File: config.mk
export PLATFORM = sky130hd
export DESIGN_NAME = fetch_pred_pc
export DESIGN_NICKNAME = d
export VERILOG_FILES = /design/src/rtl/fetch_pred_pc_pkg.sv /design/src/rtl/fetch_pred_pc_ras_stack.sv /design/src/rtl/fetch_pred_pc.sv
export SDC_FILE = /design/constraint.sdc
export NUM_CORES = 1
export LEC_CHECK = 0
export BUFFER_PORTS_ARGS = -buffer_cell sky130_fd_sc_hd__buf_2
export CAP_MARGIN = 20
export CORE_MARGIN = 10
export CORE_UTILIZATION = 30
export CTS_CLUSTER_SIZE = 12
export DETAILED_ROUTE_END_ITERATION = 8
export PLACE_DENSITY = 0.57
export SYNTH_ARGS = -nofsm -noshare
export SYNTH_HDL_FRONTEND = slang
export SYNTH_HIERARCHICAL = 1
export SYNTH_SLANG_ARGS = --single-unit
File: constraint.sdc
create_clock -name clk_i -period 6.1 [get_ports clk_i]
set_clock_uncertainty 0.1 [all_clocks]
set_input_delay 0.305 -clock clk_i [delete_from_list [all_inputs] [get_ports clk_i]]
set_output_delay 0.305 -clock clk_i [all_outputs]
set_load 0.01 [all_outputs]
File: src/rtl/fetch_pred_pc_pkg.sv
// rtl/fetch_pred_pc_pkg.sv - shared icodes and types for fetch-side PC prediction
package fetch_pred_pc_pkg;

    localparam logic [3:0] IOPQ  = 4'h6;
    localparam logic [3:0] IJXX  = 4'h7;
    localparam logic [3:0] ICALL = 4'h8;
    localparam logic [3:0] IRET  = 4'h9;

    typedef logic [63:0] addr_t;

    typedef enum logic [1:0] {
        SEL_VALP = 2'd0,
        SEL_VALC = 2'd1,
        SEL_RAS  = 2'd2
    } pc_sel_e;

endpackage

File: src/rtl/fetch_pred_pc_ras_stack.sv
// rtl/fetch_pred_pc_ras_stack.sv - speculative return-address stack with checkpoint restore
module ras_stack
    import fetch_pred_pc_pkg::*;
#(
    parameter int RAS_DEPTH = 8,
    parameter int PTR_W     = 3
) (
    input  logic             clk_i,
    input  logic             rst_n_i,
    input  logic             en_i,
    input  logic             push_i,
    input  logic             pop_i,
    input  logic [63:0]      push_data_i,
    input  logic             restore_i,
    input  logic [PTR_W-1:0] restore_ptr_i,
    input  logic [PTR_W:0]   restore_cnt_i,
    output logic [63:0]      top_data_o,
    output logic             top_vld_o,
    output logic [PTR_W-1:0] ptr_o,
    output logic [PTR_W:0]   cnt_o
);

    localparam logic [PTR_W:0] CNT_FULL = (PTR_W+1)'(RAS_DEPTH);

    addr_t            mem_q [RAS_DEPTH];
    logic [PTR_W-1:0] ptr_q, ptr_d, base_ptr;
    logic [PTR_W:0]   cnt_q, cnt_d, base_cnt;

    // The restored checkpoint is the base that this cycle's push/pop builds on.
    assign base_ptr   = restore_i ? restore_ptr_i : ptr_q;
    assign base_cnt   = restore_i ? restore_cnt_i : cnt_q;
    assign top_vld_o  = (base_cnt != '0);
    assign top_data_o = mem_q[base_ptr - PTR_W'(1)];
    assign ptr_o      = ptr_q;
    assign cnt_o      = cnt_q;

    always_comb begin
        ptr_d = base_ptr;
        cnt_d = base_cnt;
        if (en_i && push_i) begin
            ptr_d = base_ptr + PTR_W'(1);
            cnt_d = (base_cnt == CNT_FULL) ? CNT_FULL : base_cnt + (PTR_W+1)'(1);
        end else if (en_i && pop_i && top_vld_o) begin
            ptr_d = base_ptr - PTR_W'(1);
            cnt_d = base_cnt - (PTR_W+1)'(1);
        end
    end

    always_ff @(posedge clk_i or negedge rst_n_i) begin
        if (!rst_n_i) begin
            ptr_q <= '0;
            cnt_q <= '0;
        end else begin
            ptr_q <= ptr_d;
            cnt_q <= cnt_d;
        end
    end

    // A full stack simply overwrites the oldest slot; entries need no reset.
    always_ff @(posedge clk_i) begin
        if (en_i && push_i) begin
            mem_q[base_ptr] <= push_data_i;
        end
    end

endmodule

File: src/rtl/fetch_pred_pc.sv
// rtl/fetch_pred_pc.sv - F pipeline register and next-PC prediction
module fetch_pred_pc
    import fetch_pred_pc_pkg::*;
#(
    parameter int          RAS_DEPTH = 8,
    parameter int          PTR_W     = 3,
    parameter logic [63:0] RESET_PC  = 64'h0
) (
    input  logic             clk_i,
    input  logic             rst_n_i,
    input  logic [3:0]       f_icode_i,
    input  logic [63:0]      f_valC_i,
    input  logic [63:0]      f_valP_i,
    input  logic             f_valid_i,
    input  logic             F_stall_i,
    input  logic             restore_i,
    input  logic [PTR_W-1:0] restore_ptr_i,
    input  logic [PTR_W:0]   restore_cnt_i,
    output logic [63:0]      F_predPC_o,
    output logic             f_ret_pred_o,
    output logic [PTR_W-1:0] ras_ptr_o,
    output logic [PTR_W:0]   ras_cnt_o
);

    addr_t   pred_q, pred_d;
    addr_t   ras_top;
    logic    ras_vld;
    logic    is_call, is_ret, fetch_en;
    pc_sel_e sel;

    assign is_call      = (f_icode_i == ICALL);
    assign is_ret       = (f_icode_i == IRET);
    assign fetch_en     = f_valid_i && !F_stall_i;
    assign f_ret_pred_o = is_ret && f_valid_i && ras_vld;

    ras_stack #(
        .RAS_DEPTH(RAS_DEPTH),
        .PTR_W    (PTR_W)
    ) u_ras (
        .clk_i        (clk_i),
        .rst_n_i      (rst_n_i),
        .en_i         (fetch_en),
        .push_i       (is_call),
        .pop_i        (is_ret),
        .push_data_i  (f_valP_i),
        .restore_i    (restore_i),
        .restore_ptr_i(restore_ptr_i),
        .restore_cnt_i(restore_cnt_i),
        .top_data_o   (ras_top),
        .top_vld_o    (ras_vld),
        .ptr_o        (ras_ptr_o),
        .cnt_o        (ras_cnt_o)
    );

    // An empty-stack ret falls back to valP; the hazard unit stalls fetch for it.
    always_comb begin
        sel = SEL_VALP;
        if (f_icode_i == IJXX || is_call) begin
            sel = SEL_VALC;
        end else if (f_ret_pred_o) begin
            sel = SEL_RAS;
        end
    end

    always_comb begin
        pred_d = pred_q;
        if (fetch_en) begin
            case (sel)
                SEL_VALC: pred_d = f_valC_i;
                SEL_RAS:  pred_d = ras_top;
                default:  pred_d = f_valP_i;
            endcase
        end
    end

    always_ff @(posedge clk_i or negedge rst_n_i) begin
        if (!rst_n_i) begin
            pred_q <= RESET_PC;
        end else begin
            pred_q <= pred_d;
        end
    end

    assign F_predPC_o = pred_q;

endmodule

* Word-level counts from Yosys, hierarchy flattened
Memory sizes are Yosys's and may differ from the RTL's. Index checks and enable logic that the tools add are counted.
Storage, ports and cells: flip-flop bits (word level) 71, RAM bits 512, input port bits 144, output and inout bits 72, word-level logic and storage cells 35, memories 1
Operators by class: add/subtract/negate cells 4, equality and inequality tests 6, mux-type cells 12, reduce and logical (&&, ||, !) cells 9
Memory list:
- u_ras.mem_q | words 8, width 64, read ports 1, clocked after memory_dff 0, write ports 1, line fetch_pred_pc_ras_stack.sv:25 | addr_t mem_q [RAS_DEPTH];
Operators with widths (count):
- 64-bit one-hot mux with 2 select lines | 1
- 4-bit 2-to-1 mux | 4
- 4-bit equality test (second input constant) | 3
- 3-bit 2-to-1 mux | 3
- 1-bit logical AND | 6
- 4-bit by 1-bit adder with 4-bit output (second input constant) | 1
- 4-bit by 3-bit equality test with 1-bit output (second input constant) | 1
- 2-bit 2-to-1 mux | 2
- 4-bit nonzero test | 1
- 4-bit by 1-bit subtractor with 4-bit output (second input constant) | 1
- 3-bit by 1-bit adder with 3-bit output (second input constant) | 1
- 3-bit by 1-bit subtractor with 3-bit output (second input constant) | 1
- 2-bit by 1-bit equality test with 1-bit output (second input constant) | 1
- 2-bit equality test (second input constant) | 1
- 1-bit 2-to-1 mux | 2
- 1-bit logical NOT | 1
- 1-bit logical OR | 1

* Logic depth before layout (Yosys ltp)
depth in word-level cells 7, depth in mapped cells 10, gate-level depth less buffers 7

* Hierarchy
Netlist, hierarchy kept.
By module, submodules not included:
- ras_stack | instances 1, cells an instance 815, area an instance 19842.8 um^2, seq. area each 15549.9 um^2
- fetch_pred_pc | instances 1, cells an instance 465, area an instance 4314.1 um^2, seq. area each 1601.5 um^2

* Worst setup path before layout
Ideal clock, no wire load.
kind in2reg, start point input port f_icode_i[2], end point memory u_ras/mem_q[3][0] (netlist bit) (enable), setup time 0.486 ns, arrival time 4.423 ns, required time 5.514 ns, slack 1.090 ns, stages 8, buffers on the path 3, cells stage by stage or4b_4 -> inv_2 -> buf_6 -> buf_6 -> and2_1 -> clkbuf_1 -> nand2_1 -> nor2_1
Between the ends: longest elaborated chain between the ends 4
RTL lines:
- start: declaration | line fetch_pred_pc.sv:11 | input logic [3:0] f_icode_i,
- 4-bit equality test | line fetch_pred_pc.sv:31 | assign is_call = (f_icode_i == ICALL);
- net is_call | line fetch_pred_pc.sv:28 | logic is_call, is_ret, fetch_en;
- 1-bit logical AND | line fetch_pred_pc_ras_stack.sv:61 | if (en_i && push_i) begin
- 1-bit 2-to-1 mux | line fetch_pred_pc_ras_stack.sv:61
- 1-bit 2-to-1 mux (implied by the code) | line fetch_pred_pc_ras_stack.sv:62 | mem_q[base_ptr] <= push_data_i;
- end: declaration | line fetch_pred_pc_ras_stack.sv:25
The timed path passes the listed nets, and every way through them passes these cells.

* Final worst setup path
start point register u_ras.ptr_q[0] (netlist: u_ras/ptr_o[0]), end point register pred_q[54] (netlist: F_predPC_o[54])
Between the ends: longest elaborated chain between the ends 4
RTL lines:
- start: declaration | line fetch_pred_pc_ras_stack.sv:26 | logic [PTR_W-1:0] ptr_q, ptr_d, base_ptr;
- start signal: assignment | line fetch_pred_pc_ras_stack.sv:54 | ptr_q <= ptr_d;
- 3-bit 2-to-1 mux | line fetch_pred_pc_ras_stack.sv:30 | assign base_ptr = restore_i ? restore_ptr_i : ptr_q;
- 3-bit by 1-bit subtractor with 3-bit output | line fetch_pred_pc_ras_stack.sv:33 | assign top_data_o = mem_q[base_ptr - PTR_W'(1)];
- memory 8 x 64 bit
- net ras_top[54] | line fetch_pred_pc.sv:26 | addr_t ras_top;
- 64-bit one-hot mux with 2 select lines | line fetch_pred_pc.sv:68 | case (sel)
- end signal: assignment | line fetch_pred_pc.sv:80 | pred_q <= pred_d;
- end: declaration | line fetch_pred_pc.sv:25 | addr_t pred_q, pred_d;
The timed path passes the listed nets, and every way through them passes these cells. A chain may end at the register's enable or synchronous reset.

==> flow_metrics.env <==
export IMPL_status="complete, no violations"
export IMPL_first_global_vias=15200
export IMPL_dieArea_um2=92300
export IMPL_crit_top_cell="a31oi_1"
export IMPL_grt_overflow=0
export IMPL_peakVddDrop_v=0.000165
export IMPL_fmax_mhz=259
export IMPL_place_congestion=0.710
export IMPL_antenna_found_initial=5
export IMPL_drtAntennaViolNets=0
export IMPL_core_area_um2=80200
export IMPL_rows=104
export IMPL_avgViaCountPerCell=5.15
export IMPL_ios=216
export IMPL_endpoint_kind="flip-flop"
export IMPL_fin_util=0.371
export IMPL_numCtsBuffers=66
export IMPL_drc=0
export IMPL_htreeDepth=3
export IMPL_synth_avg_cell_area_um2=18.9
export IMPL_grt_most_used_layer="met2"
export IMPL_path_cells="mux2i_4 > buf_4 > buf_12 > mux4_2 > mux2_1 > a31oi_1 > a31oi_1 > dlygate4sd3_1"
export IMPL_cts_tree="done"
export IMPL_setup_violations=0
export IMPL_yosysUniqueCellTypes=44
export IMPL_leakage_uw=0.0100
export IMPL_placed_cell_area_um2=26400
export IMPL_synth_compound_area_frac=0.0771
export IMPL_crit_slowest_cell="buf_4"
export IMPL_met1_usage=0.189
export IMPL_gr_usage_all_layers=0.142
export IMPL_power_density_nw_per_um2=316
export IMPL_grt_first_pass_wirelength_um=101000
export IMPL_die_w_um=304
export IMPL_syn_inst=1280
export IMPL_drtIter0Drc=1053
export IMPL_worstSetupPathType="flip-flop to flip-flop"
export IMPL_cts_root_buf="clkbuf_16"
export IMPL_synth_fp_nets=1428
export IMPL_worst_pin_slew_ps=1050
export IMPL_synth_mux_area_frac=0.154
export IMPL_final_nets=1767
export IMPL_grt_max_degree=73
export IMPL_synth_top_family_by_area="multiplexers"
export IMPL_hold_path_class="input port to flip-flop"
export IMPL_die_h_um=304
export IMPL_synth_async_sr_flop_share=0.122
export IMPL_synth_xor_area_frac=0.00223
export IMPL_fin_crit_sh=0.632
export IMPL_cts_sinks=583
export IMPL_cp_required_ps=6460
export IMPL_syn_area_um2=24200
export IMPL_clk_latency_ps=600
export IMPL_routed_wirelength_um=67000
export IMPL_max_slew_margin_rel=0.299
export IMPL_stdcell_area_um2=29700
export IMPL_firstDrtPassIters=6
export IMPL_route_vias_total=14100
export IMPL_dpl_hpwl_um=37400
export IMPL_layout_drive_gt1_share=0.343
export IMPL_whs_ps=42.7
export IMPL_syn_to_final_growth_pct=23.1
export IMPL_synthAdderAreaFrac=0.00207
export IMPL_critical_path_top_delay_family="buffers and inverters"
export IMPL_rsz0062_at_grt="false"
export IMPL_yosys_area_share_simple=0.0319
export IMPL_cp_arrival_ps=4220
export IMPL_clockBufferDepth=3
export IMPL_wire_per_inst_um=24.5
export IMPL_dominantRegCellSynth="edfxtp_1"
export IMPL_max_cap_viol_count=0
export IMPL_port_buffers=215
export IMPL_initial_core_util=0.301
export IMPL_fin_crit_ps=3860
export IMPL_finalHoldViolCount=0
export IMPL_slowest_delay_ps=600
export IMPL_synth_edff_count=512
export IMPL_yosysSeqAreaShare=0.710
export IMPL_tns_ps=0
export IMPL_yosys_warnings=6
export IMPL_critical_path_buf_inv_count=3
export IMPL_critPathLaunchType="flip-flop"
export IMPL_crit_fanout=72
export IMPL_synth_seq_cells=583
export IMPL_clk_pin_slew_ps=60
export IMPL_maxSlewViolCount=0
export IMPL_use_met2=0.235
export IMPL_grt_util_met3=0.0275
## power by group
group / total [µW] / switching [µW] / internal (µW)
Sequential: 4460 / 46.2 / 4420
Combinational: 1210 / 631 / 581
Clock: 3730 / 1600 / 2130
Total: 9400 / 2270 / 7130
## per-stage QoR
step	total power [µW]	setup WS [ps]	instances
6_report	9400	2240	2733
5_1_grt	9780	1970	2733
4_1_cts	9530	2130	2732
3_5_place_dp	5710	2120	2484
3_3_place_gp	5690	2110	2484
2_1_floorplan	5290	1090	1280
## worst paths after layout
kind                                             from                    endpoint  slack, ps  cells after the start
setup / recovery             u_ras/ptr_o[0]$_DFF_PN0_  F_predPC_o[54]$_DFFE_PN0P_       2240                      8
max in group asynchronous                     rst_n_i  F_predPC_o[20]$_DFFE_PN0P_       4530                      3
setup reg to reg             u_ras/ptr_o[0]$_DFF_PN0_  F_predPC_o[54]$_DFFE_PN0P_       2240                      8
min in group asynchronous                     rst_n_i  F_predPC_o[19]$_DFFE_PN0P_        170                      2
hold reg to reg            F_predPC_o[23]$_DFFE_PN0P_  F_predPC_o[23]$_DFFE_PN0P_        370                      2
hold / removal                           f_valC_i[34]  F_predPC_o[34]$_DFFE_PN0P_         40                      3
## synthesized netlist by cell type (2+ instances only)
cell,count,share of area
o41ai_2,44,0.030
a21oi_1,61,0.013
a211o_1,2,0.00073
mux2i_1,5,0.0021
mux4_2,129,0.12
o21ai_0,8,0.0017
inv_1,6,0.00093
mux2_1,25,0.012
nand2b_1,3,0.00078
buf_2,14,0.0029
clkbuf_1,71,0.011
o41ai_1,15,0.0054
a2111oi_0,59,0.021
edfxtp_1,512,0.64
nor3_1,62,0.013
buf_6,12,0.0056
nand4b_1,2,0.00073
mux2_2,41,0.019
nor2_1,20,0.0031
ha_1,4,0.0021
and2_1,2,0.00052
xnor2_1,2,0.00073
dfrtp_1,71,0.074
a31oi_1,11,0.0028
buf_1,5,0.00078
o2111ai_1,5,0.0018
nand2_1,69,0.011
buf_4,4,0.0012
## what timing repair did
action / CTS / global route
gates resized for setup: 0 / 0
hold endpoints to repair: 600 / 0
buffers inserted: 0 / 0
hold buffers: 127 / 0
## tightest hold or removal path, delay by kind of cell
family / cells / cell delay [ps]
AOI/OAI and AO/OA: 2 / 320
buffers and inverters: 1 / 80
## routing by layer
metal / share of wire / vias to the layer above / wire, µm
li1: - / 6053 / -
met4: 0.018 / 0 / 1190
met5: 0 / - / 0
met2: 0.49 / 437 / 32500
met3: 0.056 / 87 / 3760
met1: 0.44 / 7499 / 29500
## cell usage in the layout (no fill, tap or decap), drive strengths merged, types with 2 or more instances in the layout
master,netlist,layout
edfxtp,512,512
buf,35,250
mux4,129,129
dlygate4sd3,0,127
clkbuf,71,91
dfrtp,71,71
nand2,69,69
mux2,66,66
nor3,62,62
a21oi,61,61
a2111oi,59,59
o41ai,59,59
nor2,20,20
clkinv,0,20
inv,7,12
a31oi,11,11
o21ai,8,8
mux2i,6,6
o2111ai,5,5
ha,4,4
clkinvlp,0,3
xnor2,3,3
nand2b,3,3
nand4b,2,2
bufinv,0,2
a211o,2,2
and2,2,2
## cells by family (layout without fill, tap and decap cells)
logic type / count (synthesis) / in the layout
flops: 583 / 583
compound gates: 208 / 208
mux: 201 / 201
simple gates: 167 / 167
buf+inv: 113 / 505
fa+ha+maj: 4 / 4
xor+xnor: 4 / 4
other cells: 0 / 1
## registers in the layout (all words and copies together) (netlist names)
register,cells
u_ras/ptr_o,3
u_ras/cnt_o,4
u_ras/mem_q,512
F_predPC_o,64
## final cells by class
class | count | area [µm²]
Antenna cell | 1 | 2.50
Clock buffer | 91 | 1770
Clock inverter | 30 | 240
Fill cell | 7464 | 50400
Inverter | 7 | 26.3
Multi-Input combinational cell | 584 | 6580
Sequential cell | 583 | 17200
Tap cell | 1060 | 1330
Timing Repair Buffer | 377 | 2640
No activity file was read; power rests on OpenSTA's default activity.
